==> src/rtl/rr_arbiter_4.sv <==
// Four-way round-robin arbiter with grant hold and hold timeout.
// One requester owns the shared resource at a time until it signals done,
// drops its request, or exceeds MAX_HOLD cycles of ownership.
//
// state | meaning
// ------+-------------------------------------------------------------
// IDLE  | no owner; gnt = 0, gnt_idx holds the last owner
// BUSY  | owner gnt_idx holds the resource, cnt counts cycles held
module rr_arbiter_4 #(
  parameter int MAX_HOLD = 8,
  parameter int CNT_W    = 8
) (
  input  logic       clk,
  input  logic       rst_n,
  input  logic [3:0] req,
  input  logic [3:0] done,
  output logic [3:0] gnt,
  output logic [1:0] gnt_idx,
  output logic       gnt_vld,
  output logic       timeout
);

  typedef enum logic {IDLE, BUSY} state_t;

  // Last count value before a forced release; unused when MAX_HOLD = 0.
  localparam logic [CNT_W-1:0] HOLD_LAST = (MAX_HOLD == 0) ? '0 : CNT_W'(MAX_HOLD - 1);
  localparam logic [CNT_W-1:0] CNT_MAX   = '1;

  state_t           state;
  logic [1:0]       ptr;
  logic [CNT_W-1:0] cnt;

  logic       own_done;
  logic       own_req;
  logic       hold_hit;
  logic       rel;
  logic       timeout_cause;
  logic [1:0] scan_base;
  logic [1:0] scan_idx;
  logic [1:0] win_idx;
  logic       win_vld;

  // Release decision for the current owner; the scan base moves past the
  // releasing owner so it re-enters arbitration at lowest priority.
  always_comb begin
    own_done      = done[gnt_idx];
    own_req       = req[gnt_idx];
    hold_hit      = (MAX_HOLD != 0) && (cnt == HOLD_LAST);
    rel           = (state == BUSY) && (own_done || !own_req || hold_hit);
    timeout_cause = rel && !own_done && own_req;
    scan_base     = rel ? gnt_idx + 2'd1 : ptr;
  end

  // Rotating priority scan: walk from the farthest offset down so the
  // requester nearest scan_base is the one left in win_idx.
  always_comb begin
    win_vld  = 1'b0;
    win_idx  = scan_base;
    scan_idx = scan_base;
    for (int k = 3; k >= 0; k--) begin
      scan_idx = scan_base + 2'(k);
      if (req[scan_idx]) begin
        win_vld = 1'b1;
        win_idx = scan_idx;
      end
    end
  end

  // Grant FSM with registered outputs, hold counter and priority pointer.
  always_ff @(posedge clk or negedge rst_n) begin
    if (!rst_n) begin
      state   <= IDLE;
      gnt     <= 4'b0000;
      gnt_idx <= 2'd0;
      gnt_vld <= 1'b0;
      timeout <= 1'b0;
      ptr     <= 2'd0;
      cnt     <= '0;
    end else begin
      case (state)
        IDLE: begin
          timeout <= 1'b0;
          if (win_vld) begin
            state   <= BUSY;
            gnt     <= 4'b0001 << win_idx;
            gnt_idx <= win_idx;
            gnt_vld <= 1'b1;
            cnt     <= '0;
          end else begin
            gnt     <= 4'b0000;
            gnt_vld <= 1'b0;
          end
        end
        BUSY: begin
          timeout <= timeout_cause;
          if (rel) begin
            ptr <= gnt_idx + 2'd1;
            if (win_vld) begin
              gnt     <= 4'b0001 << win_idx;
              gnt_idx <= win_idx;
              gnt_vld <= 1'b1;
              cnt     <= '0;
            end else begin
              state   <= IDLE;
              gnt     <= 4'b0000;
              gnt_vld <= 1'b0;
            end
          end else if (cnt != CNT_MAX) begin
            cnt <= cnt + CNT_W'(1);
          end
        end
        default: begin
          state   <= IDLE;
          gnt     <= 4'b0000;
          gnt_vld <= 1'b0;
          timeout <= 1'b0;
        end
      endcase
    end
  end

endmodule

==> config.mk <==
export PLATFORM = sky130hd
export DESIGN_NAME = rr_arbiter_4
export DESIGN_NICKNAME = d
export VERILOG_FILES = /design/src/rtl/rr_arbiter_4.sv
export SDC_FILE = /design/constraint.sdc
export NUM_CORES = 1
export LEC_CHECK = 0
export CORE_MARGIN = 3
export CORE_UTILIZATION = 43
export CTS_BUF_LIST = sky130_fd_sc_hd__clkbuf_8 sky130_fd_sc_hd__clkbuf_16
export DETAILED_ROUTE_END_ITERATION = 10
export PLACE_DENSITY = 0.75
export SYNTH_ARGS = -nofsm -noshare
export SYNTH_HDL_FRONTEND = slang
export SYNTH_SLANG_ARGS = --single-unit
==> constraint.sdc <==
create_clock -name clk -period 3.17 [get_ports clk]
set_input_delay 0.317 -clock clk [delete_from_list [all_inputs] [get_ports clk]]
set_output_delay 0.317 -clock clk [all_outputs]
set_load 0.005 [all_outputs]
### Word-level counts from Yosys, hierarchy flattened

Cells that the tools add are included.

* $add $sub $neg: 5
* order comparisons: 5
* eq/ne operators: 4
* shift-type cells: 1
* muxes and demuxes: 37
* bitwise operators: 1
* reduce and logical (&&, ||, !) cells: 7

Operators with widths (count)
* two-way mux 8 bit: 3
* case mux 8 bit (2 select lines): 1
* < comparator 2 x 3 -> 1 bit, second input constant: 5
* two-way mux 2 bit: 7
* two-way mux 1 bit: 13
* binary-select mux 1 bit (select 2 bit): 6
* adder 8 x 1 -> 8 bit, second input constant: 1
* equality test 8 x 3 -> 1 bit, second input constant: 1
* two-way mux 4 bit: 2
* != test 8 bit, second input constant: 1
* case mux 4 bit (2 select lines): 1
* case mux 1 bit (2 select lines): 3
* adder 2 x 1 -> 2 bit, second input constant: 2
* adder 2 bit, second input constant: 2
* case mux 2 bit (2 select lines): 1
* << shifter 1 x 2 -> 4 bit, first input constant: 1
* logical AND 1 bit: 3
* != test 3 x 1 -> 1 bit, second input constant: 1
* zero test 1 bit: 2
* logical OR 1 bit: 2
* != test 2 x 1 -> 1 bit, second input constant: 1
* NOT 1 bit: 1

* flip-flop bits (word level): 19
* input port bits: 10
* output and inout bits: 8

### Depth between registers and ports, before layout

Gate-level depths: netlist of the first run.

* word-level depth: 18
* gate-level depth with buffers: 9
* mapped depth without buffers: 9

### Least setup slack after synthesis of the first run

No wires, ideal clock.

* path kind: reg2reg
* start point: reg cnt[3]
* end point: reg gnt[0]
* library setup time: 0.122 ns
* arrival: 2.543 ns
* data required time: 3.048 ns
* setup slack: 0.505 ns
* cell stages (with the launch flop): 8
* buffers on the path: 0
* cells stage by stage: dfrtp_1 -> or3_1 -> or4_4 -> a21bo_2 -> a211o_1 -> a32o_1 -> or3_1 -> a32o_1

* cells in the longest elaborated chain, start to end: 15
* elaborated cells between the ends (all ways): 28
* classes of those cells: add/sub: 3; eq/ne: 2; shift: 1; mux: 20; reduce/logical: 2

Ends and longest elaborated chain
* start, declared: RTL line 31 `logic [CNT_W-1:0] cnt;`
* start signal, assigned: RTL line 109 `cnt <= cnt + CNT_W'(1);`
* equality test 8 x 3 -> 1 bit (*): RTL line 48 `hold_hit = (MAX_HOLD != 0) && (cnt == HOLD_LAST);`
* logical OR 1 bit (*): RTL line 49 `rel = (state == BUSY) && (own_done || !own_req || hold_hit);`
* logical AND 1 bit (*): RTL line 49
* two-way mux 2 bit
* adder 2 bit: RTL line 61 `scan_idx = scan_base + 2'(k);`
* binary-select mux 1 bit (select 2 bit): RTL line 62 `if (req[scan_idx]) begin`
* two-way mux 1 bit (not written as such): RTL line 62
* two-way mux 2 bit (4 in series): RTL line 62
* << shifter 1 x 2 -> 4 bit: RTL line 85, 99
* two-way mux 4 bit: RTL line 83, 98
* two-way mux 4 bit: RTL line 96 `if (rel) begin`
* case mux 4 bit (2 select lines): RTL line 80 `case (state)`
* end signal, assigned: RTL line 85 `gnt <= 4'b0001 << win_idx;`
* end signal, assigned: RTL line 99 `gnt <= 4'b0001 << win_idx;`
* end, declared: RTL line 17 `output logic [3:0] gnt,`

Mark *: on every way between the ends. The rest lies on a longest branch, timed or not. The select of a mux whose other input is x is not followed.
A chain may end at the register's enable or synchronous reset.

### Worst setup path after layout of the first run

Same ends and word-level chain as after synthesis.

==> results.toml, run 1 <==
[clock_network]
clk_latency_ps = 260
cts.path.max_buffers = 2
cts_buffers = 3
post_cts_resized = 0
clock-sinks = 19
hold_buffers = 0
htreeDepth = 1
root_buffer = "clkbuf_8"
path_clk_slew_ps = 70
cts_tree = "done"
cts_setup_buffers = 0

[power]
combPwrFrac = 0.447
swShare = 0.365
p_switching_mw = 0.341
leakagePower_nw = 0.562
clkPwrFrac = 0.177
sequentialPowerShare = 0.377
power.internal_mw = 0.594
peakVddDrop_mv = 0.485
powerDensity_nw_per_um2 = 743

[synthesis]
synth.distinct_cells = 33
synth.most_common_cell = "dfrtp_1"
synth_edf_count = 0
yosysWarningCount = 0
synth-adder-area-share = 0.0125
muxShareOfSynthArea = 0.0439
synth_top_area_share = 0.476
synth-compound-area-share = 0.227
yosys-top-cells-area = "dfrtp_1 (48%), nand2_1 (4.5%), o21ai_0 (4.0%)"
ys_ff_latch = 19
synthesis.nets = 116
yosys.area.top_type = "dfrtp_1"
synth_xor_area_frac = 0.00877
synth_top_family_by_area = "compound AO/OA/AOI/OAI gates"
synth_area_sq_um = 998
async_flop_share = 1.00
synth-simple-area-share = 0.198
synth_cells = 105
synthFlopType = "dfrtp_1"
synth_commonest_cells = "dfrtp_1 (19), nand2_1 (12), inv_1 (8), o21ai_0 (8)"
synth_area_per_cell_sq_um = 9.51
ys_seq_area_frac = 0.476

[setup_path]
cp-end-kind = "flip-flop"
cp.arrival_ps = 2970
start_kind = "flip-flop"
path_class = "reg -> reg"
worstReg2RegStart = "cnt[3]"
cp_data_required_time_ps = 3320
cp_max_fo = 6
cp-startpoint = "cnt[3]"

[die]
coreArea_sq_um = 2080
dieArea_sq_um = 2940
fp.dieH_um = 54.2
die_w_um = 54.2
initial_core_util = 0.480
ios = 18
row_count = 16

[flow_run]
drv_cap = 0

[drt]
drc_errors = 0
dr_total_vias = 889
viasPerCell = 5.77
wl_per_cell_um = 14.4
final_antenna_net_count = 0
drtPass1Iterations = 4
drt_iter0_markers = 21
wirelength_um = 2220

[timing]
fin_crit_ps = 2820
fin_ws_ps = 354
hold_violations = 0
worstMarginPinSlew_ps = 824
grt_setup_unrepaired = "false"
skew_ps = 2.81
drv_slew = 0
fmax_mhz = 355
tns_ps = 0
maxSlewHeadroom = 0.449
setup_violations = 0
timing.final.crit_share = 0.888

[placed_design]
routabilityCongestion = 0.950
dpl_cell_area_sq_um = 1210
dp_cells = 150
io_buffers = 17
post-place-ws_ps = 162
dp_hpwl_um = 1660

[grt]
grt_pass1_vias = 862
overflow = 0
grt_pass1_wl_um = 3670
antenna_found_initial = 0
grtUsageTotal = 0.181
grt_max_degree = 20

[final_layout]
postLayoutCellArea_sq_um = 1260
nFillCells = 192
diodes = 0
fin_cells = 154
fin_nets = 139
drive_above_1_share = 0.102
syn2layout_area_growth_pct = 26.2

[hold_path]
min_from = "gnt[3]"
hp-class = "reg -> reg"

[outcome]
outcome = "complete, no violations"
cells in the final DEF, fill, tap and decap left out, drive strengths merged, types with 3 or more instances in the layout:
cell type      instances
o21ai                  9
dfrtp                 19
nand3                  6
inv                    8
nand2                 12
a21oi                  5
clkdlybuf4s50         17
a22o                   3
nor2b                  4
nor2                   6
o211ai                 3
clkbuf                 3
power groups by stage:
stage	clock [mW]	combinational (mW)	sequential (mW)
floorplan	0	0.261	0.349
global placement	0	0.402	0.356
detailed placement	0	0.414	0.357
CTS	0.172	0.417	0.353
global route	0.178	0.462	0.362
finish	0.165	0.418	0.352
per-stage QoR:
stage / util / total power [mW] / hold WS (ps)
finish: 0.605 / 0.936 / 498
global route: 0.605 / 1.00 / 520
CTS: 0.605 / 0.942 / 503
detailed placement: 0.583 / 0.771 / 482
global placement: 0.583 / 0.757 / 473
floorplan: - / 0.610 / 21.4
logic make-up after synthesis:
family / count (synthesis)
AO/OA/AOI/OAI: 33
AND/OR/NAND/NOR: 39
buffers and inverters: 9
XOR/XNOR: 1
multiplexers: 3
adder cells (fa/ha/maj): 1
flip-flops: 19
cell type report:
cell class	instances	area, sq um	share of cell area
Clock inverter	1	5.00	0.00397
Sequential cell	19	475	0.377
Timing Repair Buffer	19	185	0.147
Multi-Input combinational cell	77	489	0.388
Tap cell	27	33.8	0.0268
Clock buffer	3	41.3	0.0328
Inverter	8	30.0	0.0238
worst max-delay path: stages, from the launching register on:
cell	delay, ps
dfrtp_1	430
or3_1	380
or4_4	460
a21bo_2	250
mux2i_1	330
a211oi_1	200
or3_1	400
a32o_1	260
metal layers:
layer / routed length, um / GRT usage / part of all wire / vias to the layer above
met1: 1030 / 0.212 / 0.46 / 430
met4: 40 / 0.0830 / 0.018 / 0
met5: 0 / 0 / 0 / -
li1: - / - / - / 427
met2: 1060 / 0.301 / 0.48 / 26
met3: 91 / 0.0526 / 0.041 / 6
flip-flops by register name (all words and copies together), names as in the netlist:
signal,count
ptr,2
cnt,8
timeout,1
gnt_vld,1
gnt,4
gnt_idx,2
state,1
path summary, 6_finish.rpt:
check / to / cells past startpoint / slack [ps]
worst min-delay path: gnt[3] / 2 / 500
min in group asynchronous: state / 1 / 540
worst min register to register: gnt[3] / 2 / 500
worst max-delay path: gnt[0] / 7 / 350
max in group asynchronous: cnt[7] / 1 / 2130
worst max register to register: gnt[0] / 7 / 350
Power figures use the tool's default switching activity.
==> run 2, diff against run 1 <==
--- a/config.mk
+++ b/config.mk
@@ -5,11 +5,12 @@
 export SDC_FILE = /design/constraint.sdc
 export NUM_CORES = 1
 export LEC_CHECK = 0
-export CORE_MARGIN = 3
+export CORE_MARGIN = 1.5
 export CORE_UTILIZATION = 43
 export CTS_BUF_LIST = sky130_fd_sc_hd__clkbuf_8 sky130_fd_sc_hd__clkbuf_16
 export DETAILED_ROUTE_END_ITERATION = 10
 export PLACE_DENSITY = 0.75
+export SKIP_LAST_GASP = 1
 export SYNTH_ARGS = -nofsm -noshare
 export SYNTH_HDL_FRONTEND = slang
 export SYNTH_SLANG_ARGS = --single-unit
==> run 2 against run 1 <==
- die area fell by 11%
- via count shrank 4.0%
- non-clock buffer count did not move
- sequential cell count stayed put
- clock power hardly changed
- global-route usage is 0.76 points higher
- sequential share of layout area unchanged
- total power is 1.0% lower
- first-iteration DRC count down 14%
==> results.toml, run 2 (same netlist as run 1, synthesis figures left out) <==
[outcome]
outcome = "complete, no violations"

[final_layout]
diodes = 0
drive_above_1_share = 0.0945
utilization = 0.570
largest_registers = "cnt (8), gnt (4)"
regMostFlops = "cnt"
syn2layout_area_growth_pct = 26.2
final_common_cell = "dfrtp_1"
largest_reg_flops = 8
mostFrequentLayoutCells = "dfrtp_1 (19), clkdlybuf4s50_1 (17), nand2_1 (12)"
fin_nets = 139

[die]
initial_core_util = 0.451
row_count = 17
die_w_um = 51.2
coreArea_sq_um = 2210
dieArea_sq_um = 2620
fp.dieH_um = 51.2
ios = 18

[power]
sequentialPowerShare = 0.383
leakagePower_nw = 0.564
p_switching_mw = 0.333
powerDensity_nw_per_um2 = 735
swShare = 0.360
power.internal_mw = 0.593
clkPwrFrac = 0.176
peakVddDrop_mv = 0.432
combPwrFrac = 0.441
total_power_mw = 0.926

[setup_path]
path_class = "reg -> reg"
cp_data_required_time_ps = 3310
path_buf_inv = 0
timing.critical_path.cells = "or3_1, or4_4, a21bo_2, mux2i_1, a211oi_1, or3_1, a32o_1"
critPathSlowestCell = "or4_4"
cp_max_fo = 6
cp-end-kind = "flip-flop"
cpPeakStageDelay_ps = 460
cp.arrival_ps = 2950
critical_path.top_delay_family = "simple AND/OR/NAND/NOR gates"
start_kind = "flip-flop"
cp_common_cell = "or3_1"

[clock_network]
path_clk_slew_ps = 70
clock-sinks = 19
cts_setup_buffers = 0
clk_latency_ps = 250
post_cts_resized = 0
cts_tree = "done"
cts_buffers = 3
hold_buffers = 0
cts.path.max_buffers = 2
root_buffer = "clkbuf_8"
htreeDepth = 1

[timing]
tns_ps = 0
hold_violations = 0
grt_setup_unrepaired = "false"
maxSlewHeadroom = 0.443
skew_ps = 4.26
fin_crit_ps = 2810
drv_slew = 0
fmax_mhz = 356
setup_violations = 0
timing.final.crit_share = 0.887
worstMarginPinSlew_ps = 833

[drt]
viasPerCell = 5.50
drtPass1Iterations = 4
drc_errors = 0
wl_per_cell_um = 13.9
drt_iter0_markers = 18
wirelength_um = 2150
dr_total_vias = 853
final_antenna_net_count = 0

[grt]
busiest_layer = "met2"
overflow = 0
grt_max_degree = 20
grt_pass1_vias = 802
grt_pass1_wl_um = 3590
grt_util_met3 = 0.0468
grt_use_met2 = 0.301
antenna_found_initial = 0
grt_util_met1 = 0.246
grtUsageTotal = 0.188

[placed_design]
dp_hpwl_um = 1650
routabilityCongestion = 0.827
io_buffers = 17

[flow_run]
drv_cap = 0

[hold_path]
hp-class = "reg -> reg"
==> run 2: changes by cell type in the layout (fill, tap and decap cells not counted) <==
cell,change
clkinv_2,-1
inv_1,+1
==> run 2: through the flow <==
step	instances	instance area [sq um]	worst slack, ps	hold slack, ps
6_report	155	1260	359	497
5_1_grt	155	1260	250	510
4_1_cts	155	1260	381	505
3_5_place_dp	151	1210	190	486
3_3_place_gp	151	1210	225	474
2_1_floorplan	105	998	505	21.4
==> run 2: layout make-up <==
type | instances | area [sq um]
Clock inverter | 1 | 3.75
Timing Repair Buffer | 19 | 185
Fill cell | 206 | 952
Inverter | 8 | 30.0
Tap cell | 28 | 35.0
Sequential cell | 19 | 475
Multi-Input combinational cell | 77 | 489
Clock buffer | 3 | 41.3
==> run 2: final timing paths <==
path,start,end,slack [ps],cells past startpoint
min in group asynchronous,rst_n,cnt[7],540,1
worst max register to register,cnt[3],gnt[0],360,7
worst max-delay path,cnt[3],gnt[0],360,7
max in group asynchronous,rst_n,state,2110,1
worst min register to register,gnt_vld,gnt_vld,500,1
worst min-delay path,gnt_vld,gnt_vld,500,1
==> run 2: layer usage <==
metal | vias to the layer above | wire length (um) | part of all wire
met5 | - | 0 | 0
met1 | 402 | 1050 | 0.49
met2 | 21 | 991 | 0.46
li1 | 426 | - | -
met3 | 4 | 80 | 0.037
met4 | 0 | 23 | 0.011
==> run 2: power by group through the flow <==
stage	sequential, mW	clock, mW	combinational (mW)
floorplan	0.349	0	0.261
global placement	0.355	0	0.401
detailed placement	0.358	0	0.407
CTS	0.355	0.166	0.411
global route	0.362	0.177	0.452
finish	0.355	0.163	0.408
==> run 2: worst reg2reg max path: stages, from the launching register on <==
cell and delay, ps:
dfrtp_1 430, or3_1 380, or4_4 460, a21bo_2 250, mux2i_1 330, a211oi_1 190
or3_1 400, a32o_1 270
